### src/rtl/pe_ctrl_pkg.sv
`default_nettype none
// ============================================================================
// Module   : pe_ctrl_pkg
// Purpose  : Shared types and constants for the PE array controller.
//            Holds the sequencer state enum, the default array geometry and
//            pipeline latency, and the index of the bias word in the
//            weight/bias load stream.
// Revision : 1.0 - initial release
// ============================================================================
package pe_ctrl_pkg;

    typedef enum logic [2:0] {
        ST_IDLE     = 3'd0,
        ST_LOAD_WGT = 3'd1,
        ST_COMPUTE  = 3'd2,
        ST_DRAIN    = 3'd3,
        ST_DONE     = 3'd4
    } pe_state_t;

    localparam int unsigned DEF_PE_ARR_SIZE = 9;
    localparam int unsigned DEF_PE_LATENCY  = 5;

    // The bias follows the weights, so it is the word right after the last one.
    localparam int unsigned BIAS_WORD_IDX   = DEF_PE_ARR_SIZE;

endpackage
`default_nettype wire

### src/rtl/pe_valid_delay.sv
`default_nettype none
// ============================================================================
// Module   : pe_valid_delay
// Purpose  : DEPTH-stage shift register carrying the result-valid bit
//            alongside the PE array pipeline.
// Ports    : clk, rst_n (async, active-low)
//            in_vld  - valid bit entering stage 0
//            out_vld - valid bit leaving the last stage
//            empty   - no stage holds a valid bit
// Revision : 1.0 - initial release
// ============================================================================
module pe_valid_delay
    import pe_ctrl_pkg::*;
#(
    parameter int unsigned DEPTH = DEF_PE_LATENCY
) (
    input  logic clk,
    input  logic rst_n,
    input  logic in_vld,
    output logic out_vld,
    output logic empty
);

    logic [DEPTH-1:0] r_stage;

    generate
        if (DEPTH == 1) begin : g_single
            always_ff @(posedge clk or negedge rst_n) begin
                if (!rst_n) r_stage <= '0;
                else        r_stage <= in_vld;
            end
        end else begin : g_chain
            always_ff @(posedge clk or negedge rst_n) begin
                if (!rst_n) r_stage <= '0;
                else        r_stage <= {r_stage[DEPTH-2:0], in_vld};
            end
        end
    endgenerate

    assign out_vld = r_stage[DEPTH-1];
    assign empty   = ~|r_stage;

endmodule
`default_nettype wire

### src/rtl/pe_arr_ctrl.sv
`default_nettype none
// ============================================================================
// Module   : pe_arr_ctrl
// Purpose  : Job sequencer for the PE array. Loads weights and bias from a
//            serial bus, streams IFM windows into the array and tags each
//            array result with valid/row/col/last after the array latency.
// Ports    : clk, rst_n (async, active-low)
//            cfg_*      - job configuration, sampled with cfg_start in IDLE
//            busy, done - job status (done is a one-cycle pulse)
//            wgt_*      - weight/bias load handshake
//            win_*      - IFM window handshake
//            pe_*       - operands to / result from the PE array
//            ofm_*      - tagged result stream (no backpressure)
// Revision : 1.0 - initial release
// ============================================================================
module pe_arr_ctrl
    import pe_ctrl_pkg::*;
#(
    parameter int unsigned INPUT_IFM_WIDTH  = 8,
    parameter int unsigned INPUT_WGT_WIDTH  = 8,
    parameter int unsigned INPUT_BIAS_WIDTH = 8,
    parameter int unsigned OUTPUT_WIDTH     = 20,
    parameter int unsigned PE_ARR_SIZE      = DEF_PE_ARR_SIZE,
    parameter int unsigned PE_LATENCY       = DEF_PE_LATENCY,
    parameter int unsigned DIM_W            = 8
) (
    input  logic                                   clk,
    input  logic                                   rst_n,
    input  logic                                   cfg_start,
    input  logic                                   cfg_reuse_wgt,
    input  logic [DIM_W-1:0]                       cfg_rows,
    input  logic [DIM_W-1:0]                       cfg_cols,
    output logic                                   busy,
    input  logic                                   wgt_valid,
    input  logic [INPUT_WGT_WIDTH-1:0]             wgt_data,
    output logic                                   wgt_ready,
    input  logic                                   win_valid,
    input  logic [PE_ARR_SIZE*INPUT_IFM_WIDTH-1:0] win_data,
    output logic                                   win_ready,
    output logic [PE_ARR_SIZE*INPUT_IFM_WIDTH-1:0] pe_ifm,
    output logic [PE_ARR_SIZE*INPUT_WGT_WIDTH-1:0] pe_wgt,
    output logic [INPUT_BIAS_WIDTH-1:0]            pe_bias,
    input  logic [OUTPUT_WIDTH-1:0]                pe_ofm,
    output logic                                   ofm_valid,
    output logic [OUTPUT_WIDTH-1:0]                ofm_data,
    output logic [DIM_W-1:0]                       ofm_row,
    output logic [DIM_W-1:0]                       ofm_col,
    output logic                                   ofm_last,
    output logic                                   done
);

    localparam int unsigned CNT_W    = $clog2(PE_ARR_SIZE + 1);
    localparam int unsigned TOT_W    = 2 * DIM_W;
    localparam int unsigned BIAS_IDX = PE_ARR_SIZE;

    pe_state_t          r_state;
    pe_state_t          w_state_nxt;
    logic [DIM_W-1:0]   r_rows;
    logic [DIM_W-1:0]   r_cols;
    logic [TOT_W-1:0]   r_total;
    logic [TOT_W-1:0]   r_win_cnt;
    logic [CNT_W-1:0]   r_wgt_cnt;
    logic               w_accept;
    logic               w_dly_out;
    logic               w_dly_empty;

    assign w_accept = win_valid && win_ready;

    // ------------------------------------------------------------------------
    // State register
    // ------------------------------------------------------------------------
    always_ff @(posedge clk or negedge rst_n) begin
        if (!rst_n) r_state <= ST_IDLE;
        else        r_state <= w_state_nxt;
    end

    // ------------------------------------------------------------------------
    // Next state and handshake outputs
    // ------------------------------------------------------------------------
    always_comb begin
        w_state_nxt = r_state;
        busy        = 1'b1;
        wgt_ready   = 1'b0;
        win_ready   = 1'b0;
        done        = 1'b0;
        case (r_state)
            ST_IDLE: begin
                busy = 1'b0;
                if (cfg_start) begin
                    if (cfg_rows == '0 || cfg_cols == '0) w_state_nxt = ST_DONE;
                    else if (cfg_reuse_wgt)               w_state_nxt = ST_COMPUTE;
                    else                                  w_state_nxt = ST_LOAD_WGT;
                end
            end
            ST_LOAD_WGT: begin
                wgt_ready = 1'b1;
                if (wgt_valid && r_wgt_cnt == CNT_W'(BIAS_IDX)) w_state_nxt = ST_COMPUTE;
            end
            ST_COMPUTE: begin
                win_ready = 1'b1;
                if (win_valid && r_win_cnt == r_total - TOT_W'(1)) w_state_nxt = ST_DRAIN;
            end
            ST_DRAIN: begin
                // The output register holds the final beat once the line empties.
                if (w_dly_empty) w_state_nxt = ST_DONE;
            end
            ST_DONE: begin
                done        = 1'b1;
                w_state_nxt = ST_IDLE;
            end
            default: w_state_nxt = ST_IDLE;
        endcase
    end

    // ------------------------------------------------------------------------
    // Datapath: config latch, weight/bias load, window capture, output tags
    // ------------------------------------------------------------------------
    always_ff @(posedge clk or negedge rst_n) begin
        if (!rst_n) begin
            r_rows    <= '0;
            r_cols    <= '0;
            r_total   <= '0;
            r_win_cnt <= '0;
            r_wgt_cnt <= '0;
            pe_ifm    <= '0;
            pe_wgt    <= '0;
            pe_bias   <= '0;
            ofm_valid <= 1'b0;
            ofm_row   <= '0;
            ofm_col   <= '0;
        end else begin
            ofm_valid <= w_dly_out;

            if (r_state == ST_IDLE && cfg_start) begin
                r_rows    <= cfg_rows;
                r_cols    <= cfg_cols;
                r_total   <= {{DIM_W{1'b0}}, cfg_rows} * {{DIM_W{1'b0}}, cfg_cols};
                r_win_cnt <= '0;
                r_wgt_cnt <= '0;
                ofm_row   <= '0;
                ofm_col   <= '0;
            end

            if (wgt_valid && wgt_ready) begin
                if (r_wgt_cnt == CNT_W'(BIAS_IDX)) begin
                    pe_bias <= wgt_data[INPUT_BIAS_WIDTH-1:0];
                end
                for (int k = 0; k < int'(PE_ARR_SIZE); k++) begin
                    if (r_wgt_cnt == CNT_W'(k)) begin
                        pe_wgt[k*INPUT_WGT_WIDTH +: INPUT_WGT_WIDTH] <= wgt_data;
                    end
                end
                r_wgt_cnt <= r_wgt_cnt + CNT_W'(1);
            end

            // Bubbles leave pe_ifm untouched so the array sees stable operands.
            if (w_accept) begin
                pe_ifm    <= win_data;
                r_win_cnt <= r_win_cnt + TOT_W'(1);
            end

            if (ofm_valid) begin
                if (ofm_col == r_cols - DIM_W'(1)) begin
                    ofm_col <= '0;
                    ofm_row <= ofm_row + DIM_W'(1);
                end else begin
                    ofm_col <= ofm_col + DIM_W'(1);
                end
            end
        end
    end

    // Accept at edge t+1 enters stage 0; the output register adds the final
    // cycle so the tag lines up with pe_ofm PE_LATENCY cycles after pe_ifm.
    pe_valid_delay #(
        .DEPTH (PE_LATENCY)
    ) u_valid_delay (
        .clk     (clk),
        .rst_n   (rst_n),
        .in_vld  (w_accept),
        .out_vld (w_dly_out),
        .empty   (w_dly_empty)
    );

    assign ofm_data = ofm_valid ? pe_ofm : '0;
    assign ofm_last = ofm_valid && (ofm_row == r_rows - DIM_W'(1))
                                && (ofm_col == r_cols - DIM_W'(1));

endmodule
`default_nettype wire

### config.mk
export PLATFORM = sky130hd
export DESIGN_NAME = pe_arr_ctrl
export DESIGN_NICKNAME = d
export VERILOG_FILES = /design/src/rtl/pe_ctrl_pkg.sv /design/src/rtl/pe_valid_delay.sv /design/src/rtl/pe_arr_ctrl.sv
export SDC_FILE = /design/constraint.sdc
export NUM_CORES = 1
export LEC_CHECK = 0
export ABC_AREA = 0
export CORE_MARGIN = 2
export CORE_UTILIZATION = 45
export DETAILED_ROUTE_END_ITERATION = 16
export DONT_BUFFER_PORTS = 1
export PLACE_DENSITY = 0.56
export SYNTH_ARGS = -nofsm -noshare
export SYNTH_HDL_FRONTEND = slang
export SYNTH_HIERARCHICAL = 1
export SYNTH_SLANG_ARGS = --single-unit
### constraint.sdc
create_clock -name clk -period 3.15 [get_ports clk]
set_clock_uncertainty 0.15 [all_clocks]
set_input_delay 0.63 -clock clk [delete_from_list [all_inputs] [get_ports clk]]
set_output_delay 0.63 -clock clk [all_outputs]
set_load 0.02 [all_outputs]
==> results of run 1 <==
==> state kept, by name, summed over array words and instances, names as in the netlist, 8 cells and up <==
name,cells
r_rows,8
pe_ifm,72
r_win_cnt,16
ofm_row,8
pe_wgt,72
r_cols,8
ofm_col,8
pe_bias,8
r_total,16
==> layout make-up <==
type	instances	share of cell area (%)
clock buffer	39	5.49
tap	341	3.04
timing repair buffer	44	2.46
sequential	229	40.8
multi-input combinational	910	45.6
inverter	65	1.75
clock inverter	9	0.828
==> layer usage <==
metal | wire (um) | vias up | track usage [%]
met2 | 13300 | 231 | 31.7
met5 | 0 | - | 0
met4 | 448 | 0 | 3.86
li1 | - | 4186 | -
met1 | 13300 | 4164 | 27.8
met3 | 2050 | 31 | 5.41
==> power by group <==
part	internal, mW	switching (mW)	total, mW
logic	2.03	2.31	4.33
clock network	1.87	1.22	3.08
registers	3.90	1.81	5.71
total	7.79	5.34	13.1
==> per-stage QoR <==
step                      cell area, um2  setup TNS, ps  total power, mW  util [%]
final                              14000          -4510             13.1      52.1
after CTS                          14000          -4370             13.2      51.9
after detailed placement           13000         -10160             9.84      48.1
after global routing               14000          -5690             14.1      52.1
after global placement             13000         -10230             9.76      48.1
after floorplan                    12600          -9150             8.64         -
==> synthesized netlist by cell type (2+ instances only) <==
cell / instances
nand2b_1: 6
buf_1: 9
fa_1: 36
and2_1: 74
nor3b_1: 4
inv_1: 64
xor2_1: 20
nand4_1: 8
nor2_1: 30
o21bai_1: 2
o31ai_1: 5
a31oi_1: 4
nand3b_1: 3
nor4_1: 10
nand2_1: 345
buf_2: 2
o21ai_0: 49
mux2_2: 81
ha_1: 46
mux2i_1: 14
and4b_1: 3
dfrtp_1: 229
o311ai_0: 2
a21oi_1: 22
clkbuf_1: 54
or3_1: 6
or2_2: 7
o22ai_1: 3
a211o_1: 2
a31o_2: 4
nor3_2: 2
and3_1: 8
a21o_1: 8
o21a_1: 4
nor2b_1: 5
a21boi_0: 2
xnor2_1: 26
nor3_1: 13
nand4b_1: 2
nand3_1: 28
or4_1: 5
==> cells by family (layout without fill, tap and decap cells) <==
| logic type | Yosys count | count (layout) |
|---|---|---|
| simple gates | 566 | 566 |
| flops | 229 | 229 |
| buf+inv | 130 | 157 |
| compound gates | 121 | 121 |
| mux | 95 | 95 |
| fa+ha+maj | 82 | 82 |
| xor+xnor | 46 | 46 |
==> final timing paths <==
kind	start	endpoint	slack, ps	cells after the start
min reg2reg	u_valid_delay/r_stage[2]	u_valid_delay/r_stage[3]	220	0
max in group asynchronous	rst_n	pe_wgt[35]	2850	0
min in group clk	win_data[58]	pe_ifm[58]	40	2
max reg2reg	r_total[0]	r_state[0]	320	9
max	cfg_rows[7]	r_total[13]	-710	13
min	rst_n	ofm_col[6]	-360	0
==> worst max-delay path, cell delays in order <==
cell and delay (ps):
and2_4 140, fa_1 500, fa_1 530, fa_1 500, inv_1 50, fa_1 490
inv_2 50, ha_4 150, or2_4 240, o31a_1 290, o21a_1 200, o21a_1 170
o31ai_1 200
==> timing repair <==
item / 4_1_cts / 5_1_grt
setup endpoints to repair: 10 / 11
gates resized for setup: 25 / 9
pin swaps: 25 / 4
setup buffers: 4 / 1
endpoints found under the hold margin: 229 / 229
==> results.cfg, run 1 <==
[die]
die_h_um = 170
start_util_pct = 45.8
row_count = 60
coreArea_mm2 = 0.0270
fp.dieArea_mm2 = 0.0288
io_pins = 316
die_x_um = 170

[placed_design]
dp_worst_setup_slack_ps = -1250
hpwl_um = 20600
place_congestion = 0.808
place.port_buffers = 0
dp_cells = 1584

[power]
power_density_mw_per_mm2 = 935
p_leak_nw = 6.94
peakVddDrop_uv = 516

[clock_network]
path_clk_slew_ps = 60
clockRootBuffer = clkbuf_16
htree_levels = 1
clock-sinks = 229
cts_buffers = 27
clockBufferDepth = 3
tritoncts = built
clock_latency_ps = 530

[final_layout]
num-fill-cells = 2415
multiInputGateArea_mm2 = 0.00641
final_net_count = 1481
regArea_mm2 = 0.00573
area_growth_pct = 13.8
drive_gt1_share_pct = 18.8
final_cell_mix = nand2_1, dfrtp_1, mux2_2, and2_1, inv_1
antennaDiodeCount = 0
final_common_cell = nand2_1
fin_cells = 1637

[route]
vias_per_cell = 5.26
postRouteAntennaNets = 0
drt_first_iter_violations = 420
wire_per_inst_um = 17.8
drcViolationCount = 0
drt-total-wl_um = 29100
firstDrtPassIters = 4
vias = 8612

[global_route]
grt_max_degree = 230
grtUsageTotal_pct = 20.0
grt_pass1_wl_um = 46600
overflow = 0
grt_pass1_vias = 8750
antenna_found_initial = 0

[worst_setup_path]
end_kind = register
worstSetupPathType = primary input to register
cp.arrival_ps = 4140
required_ps = 3430
critPathLaunchType = primary input
worstPathMaxFanout = 10

[logic_synthesis]
postSynthCellCount = 1269
syn-cell-area_mm2 = 0.0123
synth-edff-count = 0
synth_warnings = 6
synth-seq-area-share_pct = 46.4
synth_xor_xnor_area_share_pct = 3.26
synth.mux.area_fraction_pct = 8.52
synth_top_area_cell = dfrtp_1
synth_area_per_cell_um2 = 9.73
async_reset_ff_share_pct = 100
yosys.area_share.simple_pct = 21.2
synth_compound_area_share_pct = 6.14
synth_ff_type = dfrtp_1
ys_top_cells_by_area = dfrtp_1, nand2_1, mux2_2
ys_seq_elements = 229
synth_nets = 1473
synth_top_family_by_area = simple AND/OR/NAND/NOR gates
synth_top_area_share_pct = 46.4
synth_cell_types = 63
yosys.area_share.adder_pct = 10.5

[flow_run]
cap_violations = 0

[timing]
hold_ws_ps = -357
setup_slack_ps = -706
fin_crit_sh_pct = 122
hold_violations = 229
rsz0062_at_grt = yes
setup-violations-final = 10
clock.fmax_mhz = 259
maxSlewHeadroom_pct = 48.5
drv_slew = 0
worst_pin_slew_ps = 772
fin_crit_ps = 3860

[min_path]
hold_path_class = primary input to async pin

[outcome]
violations = negative hold slack, negative setup slack
outcome = finished with violations
Power figures use the tool's default switching activity.
==> run 2: changes to the inputs <==
--- a/config.mk
+++ b/config.mk
@@ -8,9 +8,10 @@
 export ABC_AREA = 0
 export CORE_MARGIN = 2
 export CORE_UTILIZATION = 45
+export CTS_CLUSTER_DIAMETER = 80
 export DETAILED_ROUTE_END_ITERATION = 16
 export DONT_BUFFER_PORTS = 1
-export PLACE_DENSITY = 0.56
+export PLACE_DENSITY = 0.58
 export SYNTH_ARGS = -nofsm -noshare
 export SYNTH_HDL_FRONTEND = slang
 export SYNTH_HIERARCHICAL = 1
==> constraint.sdc (replaced) <==
create_clock -name clk -period 3.1 [get_ports clk]
set_clock_uncertainty 0.15 [all_clocks]
set_input_delay 0.62 -clock clk [delete_from_list [all_inputs] [get_ports clk]]
set_output_delay 0.62 -clock clk [all_outputs]
set_load 0.02 [all_outputs]
==> results.cfg, run 2 (synthesized netlist as in run 1, its figures left out) <==
[outcome]
outcome = finished with violations
violations = negative hold slack, negative setup slack

[worst_setup_path]
critPathLaunchType = primary input
cpMostUsedCell = fa_1
path_delay_family = adder cells
worstSetupPathType = primary input to register
slowest_delay_ps = 560
critPathBufInv = 2
required_ps = 3390
worstPathMaxFanout = 10
cp_slowest_cell = fa_1
path_cells = and2_4, fa_1, fa_1, fa_1, inv_1, fa_1, inv_2, ha_4, or2_4, o31a_1, o21a_1, o21a_1, o31ai_1
cp.arrival_ps = 4110
end_kind = register

[placed_design]
place.port_buffers = 0
place_congestion = 0.804
placed_area_mm2 = 0.0130
hpwl_um = 20800

[global_route]
grt_pass1_wl_um = 47000
grt_pass1_vias = 8882
grtUsageTotal_pct = 20.2
antenna_found_initial = 0
overflow = 0
grt_max_degree = 230

[clock_network]
htree_levels = 1
clockRootBuffer = clkbuf_16
cts_buffers = 27
path_clk_slew_ps = 60
clock_latency_ps = 530
tritoncts = built
clockBufferDepth = 3
clock-sinks = 229

[final_layout]
final_net_count = 1481
final_cell_mix = nand2_1, dfrtp_1, mux2_2, and2_1, inv_1
drive_gt1_share_pct = 18.8
biggestRegsByFlops = pe_ifm (72), pe_wgt (72)
fin_area_mm2 = 0.0141
final_common_cell = nand2_1
area_growth_pct = 13.9
antennaDiodeCount = 0

[timing]
worst_pin_slew_ps = 852
fin_tns_setup_ps = -4900
rsz0062_at_grt = yes
setup_slack_ps = -714
hold_violations = 229
fin_crit_sh_pct = 123
clock.fmax_mhz = 262
fin_crit_ps = 3810
drv_slew = 0
maxSlewHeadroom_pct = 43.2
setup-violations-final = 10
hold_ws_ps = -360

[route]
wire_per_inst_um = 17.8
firstDrtPassIters = 4
vias = 8789
drcViolationCount = 0
vias_per_cell = 5.37
drt_first_iter_violations = 452
drt-total-wl_um = 29100
postRouteAntennaNets = 0

[power]
power_mw = 13.4
peakVddDrop_uv = 537
p_leak_nw = 6.96
power_density_mw_per_mm2 = 955

[die]
die_x_um = 170
fp.dieArea_mm2 = 0.0288
start_util_pct = 45.8
coreArea_mm2 = 0.0270
row_count = 60
die_h_um = 170
io_pins = 316

[flow_run]
cap_violations = 0

[min_path]
hold_path_class = primary input to async pin
[run 2: changes by cell type in the layout (fill, tap and decap cells not counted), sizes merged]
cell      delta
inv          +2
clkbuf       -6
clkinv       +3
clkinvlp     +1
bufinv       +1
[run 2: final cells by class]
class                           instances  area (um2)
Multi-Input combinational cell        910        6370
Sequential cell                       229        5730
Clock inverter                         16         181
Tap cell                              341         427
Clock buffer                           33         748
Timing Repair Buffer                   44         353
Inverter                               65         246
Fill cell                            2435       12900
[run 2: path summary, 6_finish.rpt]
| path | startpoint | to | slack [ps] | cells after the start |
|---|---|---|---|---|
| max in group asynchronous | rst_n | pe_ifm[68] | 2790 | 0 |
| setup reg to reg | r_total[0] | r_state[0] | 270 | 9 |
| hold / removal | rst_n | ofm_col[3] | -360 | 0 |
| hold reg to reg | u_valid_delay/r_stage[1] | u_valid_delay/r_stage[2] | 220 | 0 |
| min in group clk | win_data[66] | pe_ifm[66] | 40 | 2 |
| setup / recovery | cfg_rows[6] | r_total[13] | -710 | 13 |
[run 2: routing by layer]
metal | up-vias | share of wire (%) | global-route usage (%)
li1 | 4188 | - | -
met1 | 4309 | 44 | 27.3
met2 | 259 | 47 | 32.8
met3 | 33 | 7.8 | 5.67
met4 | 0 | 1.3 | 3.75
met5 | - | 0 | 0
[run 2: what timing repair did]
action,in CTS,in global routing
pin swaps,26,20
hold endpoints to repair,229,229
buffers inserted,5,2
endpoints found under the setup margin,11,11
resized for setup,21,9
[run 2: report_power, final]
group / internal, mW / switching (mW) / leakage [nW]
clock: 1.98 / 1.28 / 0.460
sequential: 3.96 / 1.86 / 3.00
combinational: 2.05 / 2.30 / 3.50
[run 2: metrics by stage]
stage / setup slack [ps] / utilization (%) / hold WS, ps / cells
floorplan: -1280 / - / 174 / 1269
global placement: -1290 / 48.1 / 182 / 1583
detailed placement: -1290 / 48.1 / 184 / 1583
CTS: -702 / 52.0 / -387 / 1637
global route: -823 / 52.2 / -393 / 1638
finish: -714 / 52.2 / -360 / 1638
==> run 3: changes to the inputs <==
--- a/config.mk
+++ b/config.mk
@@ -11,6 +11,7 @@
 export CTS_CLUSTER_DIAMETER = 80
 export DETAILED_ROUTE_END_ITERATION = 16
 export DONT_BUFFER_PORTS = 1
+export HOLD_SLACK_MARGIN = 0.02
 export PLACE_DENSITY = 0.58
 export SYNTH_ARGS = -nofsm -noshare
 export SYNTH_HDL_FRONTEND = slang
==> results of run 3 <==
The final DEF is identical to that of run 2; final timing and power are the same.
